===== src/rtl/sevseg_pkg.sv =====
// Shared constants, slot state type and digit-enable helper
// for the seven-segment scan multiplexer.
package sevseg_pkg;

    localparam int NUM_DIGITS = 4;
    localparam logic [3:0] DIGIT_OFF = 4'b1111;

    typedef enum logic {
        ST_DARK,
        ST_LIT
    } slot_state_t;

    function automatic logic [3:0] onehot_low(input logic [1:0] idx);
        onehot_low = ~(4'b0001 << idx);
    endfunction

endpackage


===== src/rtl/sevseg_scan_mux_if.sv =====
// Value/load inputs and display-side outputs of the
// seven-segment scan multiplexer.
interface sevseg_scan_mux_if;

    logic [15:0] VALUE;
    logic        LOAD;
    logic        LZB_EN;
    logic [3:0]  D;
    logic [3:0]  DIGIT;
    logic        FRAME_DONE;

    modport master (
        output VALUE,
        output LOAD,
        output LZB_EN,
        input  D,
        input  DIGIT,
        input  FRAME_DONE
    );

    modport slave (
        input  VALUE,
        input  LOAD,
        input  LZB_EN,
        output D,
        output DIGIT,
        output FRAME_DONE
    );

endinterface


===== src/rtl/sevseg_slot_timer.sv =====
// Slot counter, digit index and per-slot DARK/LIT phase
// for the scan multiplexer.
module sevseg_slot_timer
    import sevseg_pkg::*;
#(
    parameter int TICK_DIV     = 50000,
    parameter int BLANK_CYCLES = 1000,
    parameter int CW           = 16
) (
    input  logic       CLK,
    input  logic       RST_N,
    output logic       o_is_dark,
    output logic [1:0] o_dig_idx,
    output logic       o_frame_end
);

    localparam logic [CW-1:0] LAST  = CW'(TICK_DIV - 1);
    localparam logic [CW-1:0] BLANK = CW'(BLANK_CYCLES);
    localparam logic [1:0]    LAST_DIG = 2'(NUM_DIGITS - 1);

    logic [CW-1:0] r_slot_cnt;
    logic [1:0]    r_dig_idx;
    slot_state_t   r_state;
    slot_state_t   w_state_nxt;
    logic          w_wrap;
    logic [CW-1:0] w_slot_nxt;

    assign w_wrap     = (r_slot_cnt == LAST);
    assign w_slot_nxt = w_wrap ? '0 : r_slot_cnt + 1'b1;

    always_ff @(posedge CLK or negedge RST_N) begin
        if (!RST_N) begin
            r_slot_cnt <= '0;
            r_dig_idx  <= 2'd0;
            r_state    <= ST_DARK;
        end else begin
            r_slot_cnt <= w_slot_nxt;
            r_state    <= w_state_nxt;
            if (w_wrap) begin
                r_dig_idx <= r_dig_idx + 2'd1;
            end
        end
    end

    // Phase tracks the slot position the counter is about to enter
    always_comb begin
        w_state_nxt = r_state;
        unique case (r_state)
            ST_DARK: if (w_slot_nxt >= BLANK) w_state_nxt = ST_LIT;
            ST_LIT:  if (w_slot_nxt < BLANK)  w_state_nxt = ST_DARK;
            default: w_state_nxt = ST_DARK;
        endcase
    end

    assign o_is_dark   = (r_state == ST_DARK);
    assign o_dig_idx   = r_dig_idx;
    assign o_frame_end = w_wrap && (r_dig_idx == LAST_DIG);

endmodule


===== src/rtl/sevseg_scan_mux.sv =====
// Four-digit hex scan multiplexer: double-buffered value,
// leading-zero blanking, nibble and digit-enable registers.
module sevseg_scan_mux
    import sevseg_pkg::*;
#(
    parameter int TICK_DIV     = 50000,
    parameter int BLANK_CYCLES = 1000,
    parameter int CW           = 16
) (
    input  logic              CLK,
    input  logic              RST_N,
    sevseg_scan_mux_if.slave  bus
);

    logic        w_is_dark;
    logic [1:0]  w_dig_idx;
    logic        w_frame_end;
    logic [3:0]  w_nib;
    logic        w_suppress;
    logic        w_lit;

    logic [15:0] r_disp;
    logic [15:0] r_pend;
    logic        r_pend_vld;
    logic        r_lit_q;
    logic [1:0]  r_idx_q;
    logic [3:0]  r_d;
    logic [3:0]  r_digit;

    sevseg_slot_timer #(
        .TICK_DIV     (TICK_DIV),
        .BLANK_CYCLES (BLANK_CYCLES),
        .CW           (CW)
    ) u_timer (
        .CLK         (CLK),
        .RST_N       (RST_N),
        .o_is_dark   (w_is_dark),
        .o_dig_idx   (w_dig_idx),
        .o_frame_end (w_frame_end)
    );

    // A LOAD on the boundary bypasses the pending buffer
    always_ff @(posedge CLK or negedge RST_N) begin
        if (!RST_N) begin
            r_disp     <= 16'h0000;
            r_pend     <= 16'h0000;
            r_pend_vld <= 1'b0;
        end else begin
            if (bus.LOAD) begin
                r_pend <= bus.VALUE;
            end
            if (w_frame_end) begin
                r_pend_vld <= 1'b0;
                if (bus.LOAD) begin
                    r_disp <= bus.VALUE;
                end else if (r_pend_vld) begin
                    r_disp <= r_pend;
                end
            end else if (bus.LOAD) begin
                r_pend_vld <= 1'b1;
            end
        end
    end

    assign w_nib = r_disp[{w_dig_idx, 2'b00} +: 4];

    always_comb begin
        w_suppress = 1'b0;
        if (bus.LZB_EN) begin
            case (w_dig_idx)
                2'd3:    w_suppress = (r_disp[15:12] == 4'h0);
                2'd2:    w_suppress = (r_disp[15:8] == 8'h00);
                2'd1:    w_suppress = (r_disp[15:4] == 12'h000);
                default: w_suppress = 1'b0;
            endcase
        end
    end

    assign w_lit = !w_is_dark && !w_suppress;

    // DIGIT trails D by one cycle to match the decoder's SEG register
    always_ff @(posedge CLK or negedge RST_N) begin
        if (!RST_N) begin
            r_d     <= 4'h0;
            r_lit_q <= 1'b0;
            r_idx_q <= 2'd0;
            r_digit <= DIGIT_OFF;
        end else begin
            r_d     <= w_nib;
            r_lit_q <= w_lit;
            r_idx_q <= w_dig_idx;
            r_digit <= r_lit_q ? onehot_low(r_idx_q) : DIGIT_OFF;
        end
    end

    assign bus.D          = r_d;
    assign bus.DIGIT      = r_digit;
    assign bus.FRAME_DONE = w_frame_end;

endmodule


===== src/flat_wrapper.sv =====
// flat-port wrapper written by rule: the top's interface ports become plain ports
module sevseg_scan_mux_flat import sevseg_pkg::*;
#(
    parameter int TICK_DIV     = 50000,
    parameter int BLANK_CYCLES = 1000,
    parameter int CW           = 16
)
  (CLK, RST_N, bus_VALUE, bus_LOAD, bus_LZB_EN, bus_D, bus_DIGIT, bus_FRAME_DONE);
  sevseg_scan_mux_if bus_i ();
  input  logic CLK;
  input  logic RST_N;
  input wire logic [$bits(bus_i.VALUE)-1:0] bus_VALUE;
  input wire logic [$bits(bus_i.LOAD)-1:0] bus_LOAD;
  input wire logic [$bits(bus_i.LZB_EN)-1:0] bus_LZB_EN;
  output wire logic [$bits(bus_i.D)-1:0] bus_D;
  output wire logic [$bits(bus_i.DIGIT)-1:0] bus_DIGIT;
  output wire logic [$bits(bus_i.FRAME_DONE)-1:0] bus_FRAME_DONE;
  assign bus_i.VALUE = bus_VALUE;
  assign bus_i.LOAD = bus_LOAD;
  assign bus_i.LZB_EN = bus_LZB_EN;
  assign bus_D = bus_i.D;
  assign bus_DIGIT = bus_i.DIGIT;
  assign bus_FRAME_DONE = bus_i.FRAME_DONE;
  sevseg_scan_mux #(.TICK_DIV(TICK_DIV), .BLANK_CYCLES(BLANK_CYCLES), .CW(CW)) u_core (.CLK(CLK), .RST_N(RST_N), .bus(bus_i));
endmodule

===== config.mk =====
export PLATFORM = sky130hd
export DESIGN_NAME = sevseg_scan_mux_flat
export DESIGN_NICKNAME = d
export VERILOG_FILES = /design/src/rtl/sevseg_pkg.sv /design/src/rtl/sevseg_scan_mux_if.sv /design/src/rtl/sevseg_slot_timer.sv /design/src/rtl/sevseg_scan_mux.sv /design/src/flat_wrapper.sv
export SDC_FILE = /design/constraint.sdc
export NUM_CORES = 1
export LEC_CHECK = 0
export CAP_MARGIN = 10
export CORE_UTILIZATION = 56
export CTS_CLUSTER_SIZE = 12
export DETAILED_ROUTE_END_ITERATION = 10
export MAX_ROUTING_LAYER = met4
export PLACE_DENSITY = 0.79
export SETUP_SLACK_MARGIN = 0.15
export SLEW_MARGIN = 20
export SYNTH_ARGS = -nofsm -noshare
export SYNTH_HDL_FRONTEND = slang
export SYNTH_SLANG_ARGS = --single-unit

===== constraint.sdc =====
create_clock -name CLK -period 3.2 [get_ports CLK]
set_clock_uncertainty 0.2 [all_clocks]
set_input_delay 0.32 -clock CLK [delete_from_list [all_inputs] [get_ports CLK]]
set_output_delay 0.32 -clock CLK [all_outputs]
set_load 0.005 [all_outputs]

After elaboration in Yosys (flattened, before gate mapping)
Cells that the tools add are included.
{"block": "word_totals", "reg_bits": 63, "output_inout_bits": 9, "inputBits": 20}
{"block": "op_classes", "n_shift": 2, "n_eq_ne": 4, "order_cmp": 2, "bitwise_logic": 2, "n_mux": 11, "n_addsub": 2, "n_reduce_logical": 9}
{"op": "$mux W16", "count": 3}
{"op": "$add A16 B1 Y16 const B", "count": 1}
{"op": "$eq A16 B16 Y1 const B", "count": 1}
{"op": "$ge A16 B10 Y1 const B", "count": 1}
{"op": "$lt A16 B10 Y1 const B", "count": 1}
{"op": "$shiftx A16 B5 Y4", "count": 1}
{"op": "$logic_not A12 Y1", "count": 1}
{"op": "$logic_not A8 Y1", "count": 1}
{"op": "$mux W1", "count": 5}
{"op": "$eq A2 B2 Y1 const B", "count": 2}
{"op": "$logic_not A4 Y1", "count": 1}
{"op": "$mux W4", "count": 1}
{"op": "$not A4 Y4", "count": 1}
{"op": "$reduce_bool A2 Y1", "count": 2}
{"op": "$shl A1 B2 Y4 const A", "count": 1}
{"op": "$pmux W1 S3", "count": 1}
{"op": "$add A2 B1 Y2 const B", "count": 1}
{"op": "$eq A2 B1 Y1 const B", "count": 1}
{"op": "$logic_and A1 B1 Y1", "count": 2}
{"op": "$pmux W1 S2", "count": 1}
{"op": "$reduce_and A2 Y1", "count": 1}
{"op": "$logic_not A1 Y1", "count": 1}
{"op": "$not A1 Y1", "count": 1}

Logic depth before layout (Yosys ltp)
Gate-level depths: netlist of the first run.
{"block": "depth", "ltp_word": 5, "mapped_depth": 7, "mapped_depth_nobuf": 6}

By module
From an unflattened synthesis of the first run, not the netlist that was laid out.
{"block": "unflattened", "cells_unflattened": 203, "hier_area_um2": 2763.9}
{"module": "sevseg_scan_mux", "area_per_inst_um2": 1731.7, "n_inst": 1, "cells_per_inst": 99}
{"module": "sevseg_slot_timer", "area_per_inst_um2": 1032.2, "n_inst": 1, "cells_per_inst": 104}

Worst setup path after synthesis of the first run
OpenSTA, ideal clock, no wires.
{"block": "synth_timing", "kind": "register -> register", "from": "reg u_core.u_timer.r_slot_cnt[4]", "to": "reg u_core.r_disp[10]", "arrival_time_ns": 2.024, "stages_incl_launch_ff": 7, "n_path_buf": 1, "synth_period_minus_slack_ns": 2.349, "setup_ns": 0.125, "slack_ns": 0.851, "required_time_ns": 2.875, "path_cell_list": "dfrtp_1 -> or4b_4 -> nor4_4 -> and2_4 -> o21ai_4 -> buf_6 -> mux2_4"}
{"block": "synth_via", "elab_chain_cells": 3}
{"element": "from (decl)", "line": "sevseg_slot_timer.sv:21", "text": "logic [CW-1:0] r_slot_cnt;"}
{"element": "from (signal assigned)", "line": "sevseg_slot_timer.sv:37", "text": "r_slot_cnt <= w_slot_nxt;"}
{"element": "$eq A16 B16 Y1", "line": "sevseg_slot_timer.sv:28", "text": "assign w_wrap = (r_slot_cnt == LAST);"}
{"element": "$logic_and A1 B1 Y1", "line": "sevseg_slot_timer.sv:57", "text": "assign o_frame_end = w_wrap && (r_dig_idx == LAST_DIG);"}
{"element": "via bus_FRAME_DONE", "line": "flat_wrapper.sv:17", "text": "output wire logic [$bits(bus_i.FRAME_DONE)-1:0] bus_FRAME_DONE;"}
{"element": "$reduce_and A2 Y1 (no line)"}
{"element": "to (signal assigned)", "line": "sevseg_scan_mux.sv:55", "text": "r_disp <= bus.VALUE;"}
{"element": "to (signal assigned)", "line": "sevseg_scan_mux.sv:57", "text": "r_disp <= r_pend;"}
{"element": "to (decl)", "line": "sevseg_scan_mux.sv:22", "text": "logic [15:0] r_disp;"}
The timed path passes the listed nets, and every way through them passes these cells.
A chain may end at the register's enable or synchronous reset.

Worst setup path in the final report of the first run
{"block": "layout_timing", "from": "reg u_core.u_timer.r_slot_cnt[0]", "to": "out bus_FRAME_DONE"}
{"block": "layout_via", "elab_chain_cells": 2}
{"element": "$eq A16 B16 Y1", "line": "sevseg_slot_timer.sv:28"}
{"element": "$logic_and A1 B1 Y1", "line": "sevseg_slot_timer.sv:57"}
{"element": "to (decl)", "line": "flat_wrapper.sv:17"}
No other way between the ends.

==> results of run 1 <==
## cell usage in the layout, fill, tap and decap left out, types with 4 or more instances in the layout
cell type        count
buf_4                4
nor3_1               6
clkbuf_8            11
dfrtp_1             59
nand2_1              9
mux2_2              22
ha_1                 5
mux2_4              10
mux4_2               4
nor2_1              14
xnor2_1              8
clkdlybuf4s50_1     27
xor2_1              10
and3_1               5
dfstp_2              4
inv_1                5
nand3_1              7
nor4_1               4
## power groups by stage
stage               Sequential (W)  Clock (W)  Combinational, W
floorplan                 0.000834          0         0.0000298
global placement          0.000835          0         0.0000741
detailed placement        0.000836          0         0.0000750
CTS                       0.000821   0.000788         0.0000763
global route              0.000822   0.000815         0.0000826
finish                    0.000821   0.000767         0.0000741
## metrics by stage
step / utilization / power, W
2_1_floorplan: - / 0.000864
3_3_place_gp: 0.661 / 0.000909
3_5_place_dp: 0.661 / 0.000911
4_1_cts: 0.710 / 0.00169
5_1_grt: 0.710 / 0.00172
6_report: 0.710 / 0.00166
## registers in the layout (all words and copies together) (netlist names)
name,count
u_core.u_timer.r_slot_cnt,16
u_core.bus.D,4
u_core.u_timer.r_state,1
u_core.r_pend_vld,1
u_core.r_lit_q,1
u_core.r_disp,16
u_core.r_pend,16
u_core.bus.DIGIT,4
u_core.u_timer.o_dig_idx,2
u_core.r_idx_q,2
## layout make-up
type	instances	share of cell area
clock buffer	13	0.0468
clock inverter	3	0.0192
inverter	5	0.00553
multi-input combinational	134	0.345
sequential	63	0.466
tap	67	0.0247
timing repair buffer	33	0.0929
## path summary, 6_finish.rpt
| check | end | start | cells past startpoint |
|---|---|---|---|
| max | bus_FRAME_DONE | u_core.u_timer.r_slot_cnt[0] | 5 |
| min | u_core.bus.DIGIT[3] | u_core.r_idx_q[0] | 1 |
| max reg2reg | u_core.u_timer.r_state | u_core.u_timer.r_slot_cnt[3] | 5 |
| min reg2reg | u_core.bus.DIGIT[3] | u_core.r_idx_q[0] | 1 |
| max in group asynchronous | u_core.u_timer.r_slot_cnt[2] | RST_N | 3 |
| min in group asynchronous | u_core.u_timer.r_state | RST_N | 2 |
## kinds of logic after synthesis
| kind of cell | count (synthesis) |
|---|---|
| flip-flops | 63 |
| multiplexers | 36 |
| adder cells (fa/ha/maj) | 5 |
| AND/OR/NAND/NOR | 60 |
| buffers and inverters | 16 |
| XOR/XNOR | 18 |
| AO/OA/AOI/OAI | 15 |
## metal layers
metal | vias up | track usage | share of wire
met4 | 0 | 0.0980 | 0.016
met5 | - | - | 0
met2 | 52 | 0.300 | 0.47
met1 | 853 | 0.281 | 0.47
li1 | 823 | - | -
met3 | 7 | 0.0580 | 0.047
==> results by group, run 1 <==
Clock tree
  • H-tree depth: 3
  • Cts hold-fix bufs: 1
  • Number of setup buffers added after CTS: 0
  • CTS clk-pin slew, worst paths: 0.07 ns
  • TritonCTS clock tree: done
  • Sink Count: 63
  • CTS resizes: 0
  • Clk buf depth: 2
  • Clk_lat worst skew: 0.33 ns
  • Cts bufs inserted: 9
  • Root Buffer: clkbuf_8

Placed design
  • Pre-CTS setup slack: 0.716 ns
  • GPL Wtd Cong: 0.793
  • Post-detail-place hpwl: 3.21 mm
  • Placed cell area: 3160 um^2
  • Placed insts: 301
  • PortBufs: 28

Floorplan
  • Overall die width: 73.0 um
  • # rows: 25
  • Chip height: 73.0 um
  • I/O pins: 29
  • Die ar.: 5330 um^2
  • Starting density of the core: 0.590
  • Core Area: 4790 um^2

Finish
  • Register Area: 1580 um^2
  • Layout Cells excl Fill: 318
  • Layout area overhead: 20.2%
  • Area of the multi-input gates: 1170 um^2
  • Fraction of layout cells with a size suffix above 1: 0.259
  • Antenna Cells: 0
  • Final net count: 271
  • # fillers: 342
  • Fin area: 3400 um^2

STA
  • Hold slack: 0.255 ns
  • Final hold vios: 0
  • # setup viols final: 0
  • Final worst setup slack: 0.381 ns
  • RSZ-0062 raised after global routing: false
  • Tmin final: 2.82 ns
  • Slew headroom: 0.513
  • Final Cycle Share: 0.881
  • Setup_tns: 0 ns
  • Slew @ Worst Pin: 0.730 ns
  • F_max: 355 MHz
  • Pins over their slew limit: 0

Logic synthesis
  • Synth warn: 0
  • Post-synth ARST share: 1.00
  • Post-synthesis compound-gate area fraction: 0.0416
  • Simple-Gate Fraction of Synth Area: 0.123
  • Post-synth EDFFs: 0
  • Largest area contributor in the netlist: dfrtp_1
  • Netlist cell types: 44
  • Commonest cells in the netlist: 59 x dfrtp_1, 22 x mux2_2, 14 x nor2_1
  • Synth Area in Adders: 0.0221
  • Post-synthesis cell area: 2830 um^2
  • Synth Flop Type: dfrtp_1
  • Syn_nets: 238
  • Most frequent cell after synthesis: dfrtp_1
  • Top cells by area, synth: dfrtp_1 52%, mux2_2 8.8%, mux2_4 5.3%
  • Mean Syn Cell Area: 13.3 um^2
  • Mux cell area share after synthesis: 0.173
  • Gate Count Post-Synth: 213
  • Register area share after synthesis: 0.560
  • Largest family of logic cells by synthesized area: multiplexers
  • Xor and xnor area share after synthesis: 0.0558
  • Synthesized flop and latch total: 63
  • Post-synth top area share: 0.523

Power
  • Clock Power Share: 0.462
  • Flop pwr share: 0.494
  • Internal: 0.00134 W
  • Power Density: 490 nW/um^2
  • Static Leak: 1.53 nW
  • Sw frac: 0.195
  • Switching power: 0.000324 W
  • VDD IR max: 0.364 mV
  • Gate power share: 0.045

Worst setup path
  • CP Max Fanout: 7
  • Crit path launch type: register
  • R2R setup slack: 0.76 ns
  • Buffers & Inverters on Critical Path: 1
  • Max stage delay on crit path: 0.50 ns
  • Slowest CP cell: clkdlybuf4s50_1
  • Crit-path cells: ha_1 > nand3_1 > nor4_4 > and2_4 > clkdlybuf4s50_1
  • Top delay family on crit path: simple AND/OR/NAND/NOR gates
  • Crit path DAT: 2.30 ns
  • CP endpoint kind: primary output
  • WP data required: 2.68 ns
  • CP Class: register to primary output

Drt
  • DRT Pass-1 Iters: 4
  • Via density: 5.46
  • Iter 0 DRT Violations: 54
  • Post-Route WL: 4.69 mm
  • Detailed-route via count: 1735
  • Post-route ant nets: 0
  • Drt wl/cell: 14.7 um
  • Number of remaining DRC errors: 0

GRT
  • Number of global-route vias before repair: 1673
  • Total congestion overflow: 0
  • First-pass GRT wire length: 7.94 mm
  • Initial antenna violation count: 0
  • Largest net degree at the start of global routing: 36
  • All-Layer GR Usage: 0.211

Hold path
  • Min-Delay Path Class: register to register

Run
  • Max cap viols: 0

Status
  • Status: finished, final reports clean
Power figures use the tool's default switching activity.
==> run 2: changes to the inputs <==
--- a/config.mk
+++ b/config.mk
@@ -6,6 +6,7 @@
 export NUM_CORES = 1
 export LEC_CHECK = 0
 export CAP_MARGIN = 10
+export CORE_MARGIN = 10
 export CORE_UTILIZATION = 56
 export CTS_CLUSTER_SIZE = 12
 export DETAILED_ROUTE_END_ITERATION = 10
==> results by group, run 2 (synthesis results as in run 1) <==
STA
  • F_max: 354 MHz (-0.13%)
  • Setup_tns: 0 ns (unchanged)
  • Tmin final: 2.82 ns (+0.00363 ns)
  • Pins over their slew limit: 0 (unchanged)
  • Final Cycle Share: 0.882 (+0.00113)
  • Slew headroom: 0.547 (+0.0334)
  • Slew @ Worst Pin: 0.677 ns (-0.0527 ns)
  • Final hold vios: 0 (unchanged)
  • # setup viols final: 0 (unchanged)
  • RSZ-0062 raised after global routing: false

Hold path
  • Min-Delay Path Class: register to register

Clock tree
  • Number of setup buffers added after CTS: 0 (unchanged)
  • Root Buffer: clkbuf_8
  • Sink Count: 63 (unchanged)
  • TritonCTS clock tree: done
  • Clk buf depth: 2 (unchanged)
  • CTS clk-pin slew, worst paths: 0.07 ns (about the same)
  • Cts bufs inserted: 9 (unchanged)
  • H-tree depth: 3 (unchanged)
  • Clk_lat worst skew: 0.34 ns (about the same)

Worst setup path
  • Buffers & Inverters on Critical Path: 1 (unchanged)
  • Crit path launch type: register
  • Top delay family on crit path: simple AND/OR/NAND/NOR gates
  • CP endpoint kind: primary output
  • Crit-path cells: or4b_4 > nor4_4 > and2_4 > clkdlybuf4s50_1
  • CP Class: register to primary output
  • Slowest CP cell: or4b_4
  • Max stage delay on crit path: 0.57 ns (+0.07 ns)
  • Crit path DAT: 2.30 ns (about the same)
  • WP data required: 2.68 ns (about the same)
  • CP Max Fanout: 6 (-1)

Floorplan
  • # rows: 25 (unchanged)
  • Chip height: 91.0 um (+25%)
  • Overall die width: 91.0 um (+25%)
  • Die ar.: 8290 um^2 (+55%)
  • Core Area: 4820 um^2 (+0.65%)
  • I/O pins: 29 (unchanged)
  • Starting density of the core: 0.586 (-0.00383)

Finish
  • Layout Cells excl Fill: 318 (unchanged)
  • Layout area overhead: 18.2%
  • Antenna Cells: 0 (unchanged)
  • Commonest non-fill, non-tap cell in the layout: dfrtp_1
  • Register Area: 1580 um^2 (unchanged)
  • Most frequent cells in the layout: 59 x dfrtp_1, 27 x clkdlybuf4s50_1, 22 x mux2_2
  • Largest regs: u_core.r_disp: 16 flops, u_core.r_pend: 16 flops, u_core.u_timer.r_slot_cnt: 16 flops
  • # fillers: 352 (+2.9%)
  • Fraction of layout cells with a size suffix above 1: 0.263 (+0.00398)
  • Area of the multi-input gates: 1170 um^2 (unchanged)
  • Final net count: 271 (unchanged)

Power
  • VDD IR max: 0.270 mV (-26%)
  • Total power draw: 0.00148 W (-11%)
  • Static Leak: 1.50 nW (-2.3%)
  • Power Density: 442 nW/um^2 (-9.6%)

Drt
  • Drt wl/cell: 16.1 um (+8.9%)
  • Detailed-route via count: 1703 (-1.8%)
  • DRT Pass-1 Iters: 4 (unchanged)
  • Via density: 5.36 (-1.8%)
  • Iter 0 DRT Violations: 117 (+120%)
  • Post-route ant nets: 0 (unchanged)
  • Number of remaining DRC errors: 0 (unchanged)
  • Post-Route WL: 5.11 mm (+8.9%)

GRT
  • Number of global-route vias before repair: 1794 (+7.2%)
  • First-pass GRT wire length: 8.74 mm (+10%)
  • All-Layer GR Usage: 0.134 (-0.0767)
  • Largest net degree at the start of global routing: 50 (+39%)
  • Initial antenna violation count: 0 (unchanged)
  • Total congestion overflow: 0 (unchanged)

Placed design
  • GPL Wtd Cong: 0.825 (+4.0%)
  • PortBufs: 28 (unchanged)
  • Placed insts: 301 (unchanged)
  • Post-detail-place hpwl: 3.70 mm (+15%)

Status
  • Status: finished, final reports clean

Run
  • Max cap viols: 0 (unchanged)
-- run 2: cell count changes in the layout (fill, tap and decap cells not counted), sizes merged --
cell,delta
bufinv,-2
clkbuf,-3
clkinv,+2
clkinvlp,+3
-- run 2: layer usage --
layer,up-vias,GRT usage,share of wire
li1,824,-,-
met1,830,0.162,0.46
met2,36,0.196,0.47
met3,13,0.0346,0.044
met4,0,0.0849,0.024
met5,-,-,0
-- run 2: metrics by stage --
| stage | hold slack [ns] | utilization | setup WS [ns] | instance area, um^2 |
|---|---|---|---|---|
| floorplan | -0.176 | - | 0.851 | 2830 |
| global placement | 0.242 | 0.656 | 0.740 | 3160 |
| detailed placement | 0.247 | 0.656 | 0.715 | 3160 |
| CTS | 0.254 | 0.693 | 0.350 | 3340 |
| global route | 0.268 | 0.693 | 0.247 | 3340 |
| finish | 0.250 | 0.693 | 0.377 | 3340 |
-- run 2: worst register-to-register path, stage by stage, from the launching register on --
cell and delay (ns):
dfrtp_1 0.49, nand3_1 0.27, nor4_1 0.66, and3_1 0.26, o22ai_1 0.07, or3_1 0.31
-- run 2: area by class of cell --
class | instances | area share
flip-flops and latches | 63 | 0.474
multi-input cells | 134 | 0.351
repair buffers | 33 | 0.0952
clock buffers | 10 | 0.0382
well taps | 67 | 0.0251
clock inverters | 6 | 0.0112
inverters | 5 | 0.00562
-- run 2: final timing paths --
| kind | startpoint | to | slack [ns] | cells after the start |
|---|---|---|---|---|
| max | u_core.u_timer.r_slot_cnt[4] | bus_FRAME_DONE | 0.38 | 4 |
| min | u_core.r_idx_q[0] | u_core.bus.DIGIT[3] | 0.25 | 1 |
| max reg2reg | u_core.u_timer.r_slot_cnt[2] | u_core.u_timer.r_state | 0.82 | 5 |
| min reg2reg | u_core.r_idx_q[0] | u_core.bus.DIGIT[3] | 0.25 | 1 |
| max in group asynchronous | RST_N | u_core.r_disp[6] | 1.91 | 3 |
| min in group asynchronous | RST_N | u_core.u_timer.r_slot_cnt[8] | 0.33 | 2 |
-- run 2: timing repair --
| item | 4_1_cts | 5_1_grt |
|---|---|---|
| hold buffers | 1 | 0 |
| gates resized for setup | 0 | 0 |
| hold endpoints to repair | 43 | 0 |
-- run 2: where the power goes --
part,internal (W),total (W),switching (W)
clock network,0.000276,0.000580,0.000304
logic,0.0000420,0.0000758,0.0000338
registers,0.000816,0.000821,0.00000497
total,0.00113,0.00148,0.000343
==> run 3: changes to the inputs <==
--- a/config.mk
+++ b/config.mk
@@ -13,6 +13,7 @@
 export MAX_ROUTING_LAYER = met4
 export PLACE_DENSITY = 0.79
 export SETUP_SLACK_MARGIN = 0.15
+export SKIP_LAST_GASP = 1
 export SLEW_MARGIN = 20
 export SYNTH_ARGS = -nofsm -noshare
 export SYNTH_HDL_FRONTEND = slang
==> results of run 3 <==
The final DEF is identical to that of run 2; final timing and power are the same.
